--- config.mk ---
export PLATFORM = sky130hd
export DESIGN_NAME = t_vpi_scope_sampler
export DESIGN_NICKNAME = d
export VERILOG_FILES = /design/src/rtl/t_vpi_scope_pkg.sv /design/src/rtl/t_vpi_scope_fifo.sv /design/src/rtl/t_vpi_scope_sampler.sv
export SDC_FILE = /design/constraint.sdc
export NUM_CORES = 1
export LEC_CHECK = 0
export ABC_AREA = 1
export BUFFER_PORTS_ARGS = -buffer_cell sky130_fd_sc_hd__buf_2
export CORE_MARGIN = 4
export CORE_UTILIZATION = 30
export DETAILED_ROUTE_END_ITERATION = 16
export MAX_ROUTING_LAYER = met4
export SLEW_MARGIN = 10
export SYNTH_ARGS = -nofsm -noshare
export SYNTH_HDL_FRONTEND = slang
export SYNTH_HIERARCHICAL = 1
export SYNTH_SLANG_ARGS = --single-unit
--- constraint.sdc ---
create_clock -name clk -period 2.3 [get_ports clk]
set_input_delay 0.115 -clock clk [delete_from_list [all_inputs] [get_ports clk]]
set_output_delay 0.115 -clock clk [all_outputs]
set_load 0.1 [all_outputs]
--- src/rtl/t_vpi_scope_pkg.sv ---
// Shared types and default sizing for the generate-scope sampler and its capture FIFO.
package t_vpi_scope_pkg;

  localparam int LANES_DEF = 2;
  localparam int DEPTH_DEF = 4;
  localparam int CNT_W_DEF = 8;

  localparam int ENTRY_DATA_W  = LANES_DEF;
  localparam int ENTRY_STAMP_W = CNT_W_DEF;

  typedef struct packed {
    logic [ENTRY_DATA_W-1:0]  data;
    logic [ENTRY_STAMP_W-1:0] stamp;
  } entry_t;

  typedef enum logic {
    PRIME = 1'b0,
    RUN   = 1'b1
  } state_t;

endpackage

--- src/rtl/t_vpi_scope_fifo.sv ---
// First-word fall-through FIFO with a registered head; the head keeps its last
// value while empty, and a push into a full FIFO is accepted when a pop frees a slot.
module t_vpi_scope_fifo
  import t_vpi_scope_pkg::*;
#(
  parameter int  DEPTH = DEPTH_DEF,
  parameter type item_t = entry_t,
  localparam int PTR_W = $clog2(DEPTH),
  localparam int LVL_W = PTR_W + 1
) (
  input  logic             clk,
  input  logic             reset_l,
  input  logic             push,
  input  item_t            din,
  input  logic             pop,
  output item_t            dout,
  output logic [LVL_W-1:0] level,
  output logic             full,
  output logic             empty
);

  item_t            mem [DEPTH];
  logic [PTR_W-1:0] wr_ptr;
  logic [PTR_W-1:0] rd_ptr;
  logic [PTR_W-1:0] rd_next;
  logic [LVL_W-1:0] level_next;
  logic             do_push;
  logic             do_pop;

  assign empty      = (level == '0);
  assign full       = (level == LVL_W'(DEPTH));
  assign do_pop     = pop && !empty;
  assign do_push    = push && (!full || do_pop);
  assign rd_next    = rd_ptr + PTR_W'(do_pop);
  assign level_next = level + LVL_W'(do_push) - LVL_W'(do_pop);

  always_ff @(posedge clk) begin
    if (do_push) mem[wr_ptr] <= din;
  end

  always_ff @(posedge clk or negedge reset_l) begin
    if (!reset_l) begin
      wr_ptr <= '0;
      rd_ptr <= '0;
      level  <= '0;
      dout   <= '0;
    end else begin
      if (do_push) wr_ptr <= wr_ptr + PTR_W'(1);
      rd_ptr <= rd_next;
      level  <= level_next;
      // When the entry being written becomes the new head, take it straight from din.
      if (level_next != '0)
        dout <= (do_push && (wr_ptr == rd_next)) ? din : mem[rd_next];
    end
  end

endmodule

--- src/rtl/t_vpi_scope_sampler.sv ---
// Samples per-lane levels, counts toggles per lane inside lane[i] scopes and
// queues timestamped change snapshots for a valid/ready monitor drain.
//
// state | meaning
// PRIME | first sample only seeds in_q; no change detection, no push
// RUN   | each sample is compared with in_q; changes are counted and pushed
module t_vpi_scope_sampler
  import t_vpi_scope_pkg::*;
#(
  parameter int  LANES = LANES_DEF,
  parameter int  DEPTH = DEPTH_DEF,
  parameter int  CNT_W = CNT_W_DEF,
  localparam int SEL_W = (LANES > 1) ? $clog2(LANES) : 1,
  localparam int LVL_W = $clog2(DEPTH) + 1
) (
  input  logic             clk,
  input  logic             reset_l,
  input  logic [LANES-1:0] in_vec,
  input  logic             sample_en,
  output logic             out_valid,
  input  logic             out_ready,
  output logic [LANES-1:0] out_data,
  output logic [CNT_W-1:0] out_stamp,
  output logic [LVL_W-1:0] level,
  output logic             overflow,
  input  logic [SEL_W-1:0] cnt_sel,
  output logic [CNT_W-1:0] cnt_out
);

  typedef struct packed {
    logic [LANES-1:0] data;
    logic [CNT_W-1:0] stamp;
  } slot_t;

  state_t           state;
  logic [LANES-1:0] in_q;
  logic [LANES-1:0] chg;
  logic [CNT_W-1:0] stamp;
  logic             run_sample;
  logic             push;
  logic             pop;
  logic             fifo_full;
  logic             fifo_empty;
  slot_t            push_entry;
  slot_t            head;
  logic [CNT_W-1:0] cnt_all [LANES];

  assign chg        = in_vec ^ in_q;
  assign run_sample = sample_en && (state == RUN);
  assign push       = run_sample && (|chg);
  assign pop        = out_valid && out_ready;
  assign push_entry = '{data: in_vec, stamp: stamp};

  always_ff @(posedge clk or negedge reset_l) begin
    if (!reset_l) begin
      state    <= PRIME;
      in_q     <= '0;
      stamp    <= '0;
      overflow <= 1'b0;
    end else begin
      stamp <= stamp + CNT_W'(1);
      if (sample_en) in_q <= in_vec;
      case (state)
        PRIME:   if (sample_en) state <= RUN;
        RUN:     state <= RUN;
        default: state <= PRIME;
      endcase
      // Only a push that no pop can make room for is lost.
      if (push && fifo_full && !pop) overflow <= 1'b1;
    end
  end

  for (genvar i = 0; i < LANES; i++) begin : lane
    logic [CNT_W-1:0] cnt;

    always_ff @(posedge clk or negedge reset_l) begin
      if (!reset_l)
        cnt <= '0;
      else if (run_sample && chg[i] && (cnt != '1))
        cnt <= cnt + CNT_W'(1);
    end

    assign cnt_all[i] = cnt;
  end

  always_comb begin
    cnt_out = '0;
    for (int i = 0; i < LANES; i++)
      if (cnt_sel == SEL_W'(i)) cnt_out = cnt_all[i];
  end

  t_vpi_scope_fifo #(
    .DEPTH  (DEPTH),
    .item_t (slot_t)
  ) u_fifo (
    .clk     (clk),
    .reset_l (reset_l),
    .push    (push),
    .din     (push_entry),
    .pop     (out_ready),
    .dout    (head),
    .level   (level),
    .full    (fifo_full),
    .empty   (fifo_empty)
  );

  assign out_valid = !fifo_empty;
  assign out_data  = head.data;
  assign out_stamp = head.stamp;

endmodule
==> flow_summary_export.csv <==
group,metric,value,unit
grt,antenna_violations_before_repair,0,
logic_synthesis,synth_edf_count,40,
pwr,vdd_drop_max,0.585,mV
floorplan,die_height,126,um
timing,max_clock_freq,446,MHz
logic_synthesis,synth_ff_type,"dfrtp_1",
timing,finalWorstSetupSlack,0.0601,ns
cts,maximum_clock_path_buffer_count,2,
setup_path,crit_type,"register to register",
timing,timing.final.setup_violations,0,
drt,vias_per_cell,4.45,
logic_synthesis,synth_async_sr_flop_share,0.529,
floorplan,floorplan.initialDensity,0.309,
setup_path,crit_chain,"nor2_1 > nand3_1 > nand2_2 > xnor2_1 > ha_1 > inv_1 > fa_1 > inv_1 > nor2_4 > buf_6 > nand3_1 > nand2_1",
run_status,run_status,"completed",
floorplan,io-pin-count,30,
cts,cts_tree,"done",
placement,pre_cts_ws,0.0343,ns
finish,nets,530,
cts,cts_buffers,9,
timing,worst_case_headroom_to_the_max_slew_limit,0.609,
logic_synthesis,yosysWarningCount,6,
logic_synthesis,synth.ff_latch_count,85,
logic_synthesis,postSynthAreaPerCell,8.90,um^2
finish,filler_cell_count,1351,
logic_synthesis,synthesis.nets,483,
min_path,hold_path.class,"input port to register",
drt,antenna_left,0,
grt,globalRouteOverflowTotal,0,
timing,whs,0.0300,ns
setup_path,cp_slowest_cell,"dfrtp_4",
grt,grtUsageTotal,0.115,
flow_run,max_cap_viol_count,0,
floorplan,die_x,126,um
cts,worst_skew_pair.late_latency,0.34,ns
min_path,hp-start,"sample_en",
cts,tritoncts_num_sinks,85,
cts,htree_levels,3,
timing,final_hold_viol_count,0,
timing,final.setup_skew,0.00875,ns
floorplan,core-area,13400,um^2
cts,cts.reportedPaths.clkPinSlew,0.06,ns
timing,timing_max_transition_violations_final,0,
setup_path,end_kind,"register",
setup_path,crit_path_max_fanout,10,
drt,route.final.wire_length,8.45,mm
placement,place_hpwl,5.80,mm
drt,route.detailed.wl_per_inst,12.2,um
grt,grt_first_pass_wirelength,14.3,mm
pwr,leakage_power,2.29,nW
drt,remaining_drc_errors,0,
setup_path,cp.arrival,2.52,ns
logic_synthesis,mappedNetlistArea,4150,um^2
setup_path,reg2regPathDepth,12,
floorplan,dieArea,15800,um^2
timing,setup_repair_after_global_routing_missed_its_margin,"true",
drt,dr.pass1.iters,4,
placement,gpl.final_weighted_congestion,0.809,
cts,clk_root_buffer_cell,"clkbuf_16",
setup_path,worstReg2RegEnd,"u_fifo/dout[4]",
setup_path,ff2ff_setup_slack,0.06,ns
min_path,worst_hold_path.num_cells,2,
logic_synthesis,seq_total_area_yosys,0.561,
grt,first_global_vias,2975,
logic_synthesis,gate_count_post_synth,466,
drt,vias,3086,
placement,placed_cells,674,
setup_path,cp-start-kind,"register",
setup_path,timing.critical_path.slowest_cell_delay,0.51,ns
setup_path,r2r_start,"u_fifo/level[0]",
pwr,power_per_cell_area,1520,nW/um^2
grt,grt_start_max_net_pins,46,
floorplan,std_cell_rows,42,
finish,final_layout_size_suffix_gt1_frac,0.170,
finish,layoutNonFillerInstCount,694,
timing,finalWorstPathRequiredPeriod,2.24,ns
setup_path,worst_ep_required_time,2.58,ns
timing,post-route-period-util,0.974,
min_path,min_to,"in_q[1]",
logic_synthesis,post_synth_num_cell_types,30,
placement,numPortBuffers,29,
timing,worst-slew-pin-transition,0.586,ns
finish,signed_area_change_from_the_synthesized_netlist_to_the_final_layout,19.3,%
pwr,total_power,7.53,mW
finish,insertedDiodeCount,0,
drt,drt_iter0_markers,173,
[cell usage after synthesis (3+ instances only)]
cell type  count  area [um^2]
edfxtp_1      40         1200
nand2_2        5         31.3
nor2_2         3         18.8
nor2_1        59          221
o21ai_0       31          155
inv_1         48          180
nand3_1       32          160
ha_1           9          113
nand3_2        4         40.0
dfrtp_1       45         1130
xor2_1        11         96.3
inv_2          3         11.3
nand2_1      141          529
o21ai_1       10         50.1
buf_2          4         20.0
[critical path: cells and delay by family, from the launching register on]
family	cells	cell delay [ns]
adder cells (fa/ha/maj)	2	0.65
AND/OR/NAND/NOR	6	0.63
flip-flops	1	0.51
buffers and inverters	3	0.28
XOR/XNOR	1	0.12
[registers in the layout, summed over array words and instances, names as in the netlist]
register / count
u_fifo/dout: 10
state: 1
lane.cnt: 16
u_fifo/level: 3
stamp: 8
in_q: 2
u_fifo/rd_ptr: 2
u_fifo/wr_ptr: 2
overflow: 1
u_fifo/mem: 40
[report_power, final]
part | switching [mW] | total [mW] | internal [mW]
Combinational | 2.75 | 3.81 | 1.06
Clock | 0.565 | 1.47 | 0.901
Sequential | 0.256 | 2.26 | 2.00
Total | 3.58 | 7.53 | 3.96
[per-layer routing]
layer  track usage  vias to the layer above  share of wire
met5             -                        -              0
met4        0.0402                        0          0.013
met3        0.0320                       10          0.042
met2         0.186                       53           0.48
met1         0.139                     1447           0.46
li1              -                     1576              -
[layout make-up]
class | count | area, um^2 | area share
flip-flops and latches | 85 | 2340 | 0.473
multi-input cells | 318 | 1580 | 0.320
repair buffers | 47 | 303 | 0.0612
clock buffers | 13 | 260 | 0.0526
well taps | 176 | 220 | 0.0445
inverters | 52 | 195 | 0.0395
clock inverters | 3 | 43.8 | 0.00886
[layout by cell type (no fill, tap or decap), drive strengths merged, types with 2 or more instances in the layout]
cell,Yosys,routed
buf,8,46
edfxtp,40,40
nor2,63,63
clkinv,1,3
ha,9,9
nand2,146,146
nor3,3,3
xnor2,3,3
inv,51,51
nand3,36,36
o21ai,41,41
clkbuf,3,13
mux2,2,2
dfrtp,45,45
xor2,11,11
[kinds of logic after synthesis]
| family | Yosys count | synth area share |
|---|---|---|
| DFF | 85 | 0.561 |
| AOI/OAI and AO/OA | 42 | 0.0507 |
| muxes | 2 | 0.00543 |
| and+or+nand+nor | 250 | 0.252 |
| xor gates and xnor gates | 14 | 0.0341 |
| adders and majority gates | 10 | 0.0320 |
| buffers and inverters | 63 | 0.0640 |
[worst max path at each step]
stage / slack, ns / endpoint / startpoint / cells after the start
after CTS: 0.02 / u_fifo/dout[5] / u_fifo/level[0] / 12
after global placement: 0.09 / u_fifo/dout[5] / u_fifo/level[1] / 11
after floorplan: -0.1 / u_fifo/dout[0] / u_fifo/level[0] / 11
final: 0.06 / u_fifo/dout[4] / u_fifo/level[0] / 12
after detailed placement: 0.03 / u_fifo/dout[5] / u_fifo/level[1] / 12
after global routing: -0.12 / u_fifo/dout[1] / u_fifo/level[0] / 12
[repair_timing]
action,4_1_cts,5_1_grt
resized for setup,0,6
hold endpoints to repair,45,0
hold buffers,1,0
endpoints found under the setup margin,0,11
buffers inserted,0,3
[metrics by stage]
step	utilization	cell area (um^2)	setup TNS, ns
5_1_grt	0.369	4940	-0.921
6_report	0.369	4940	0
3_3_place_gp	0.342	4580	0
2_1_floorplan	-	4170	-0.975
3_5_place_dp	0.342	4580	0
4_1_cts	0.365	4890	0
No activity file was read; power rests on OpenSTA's default activity.
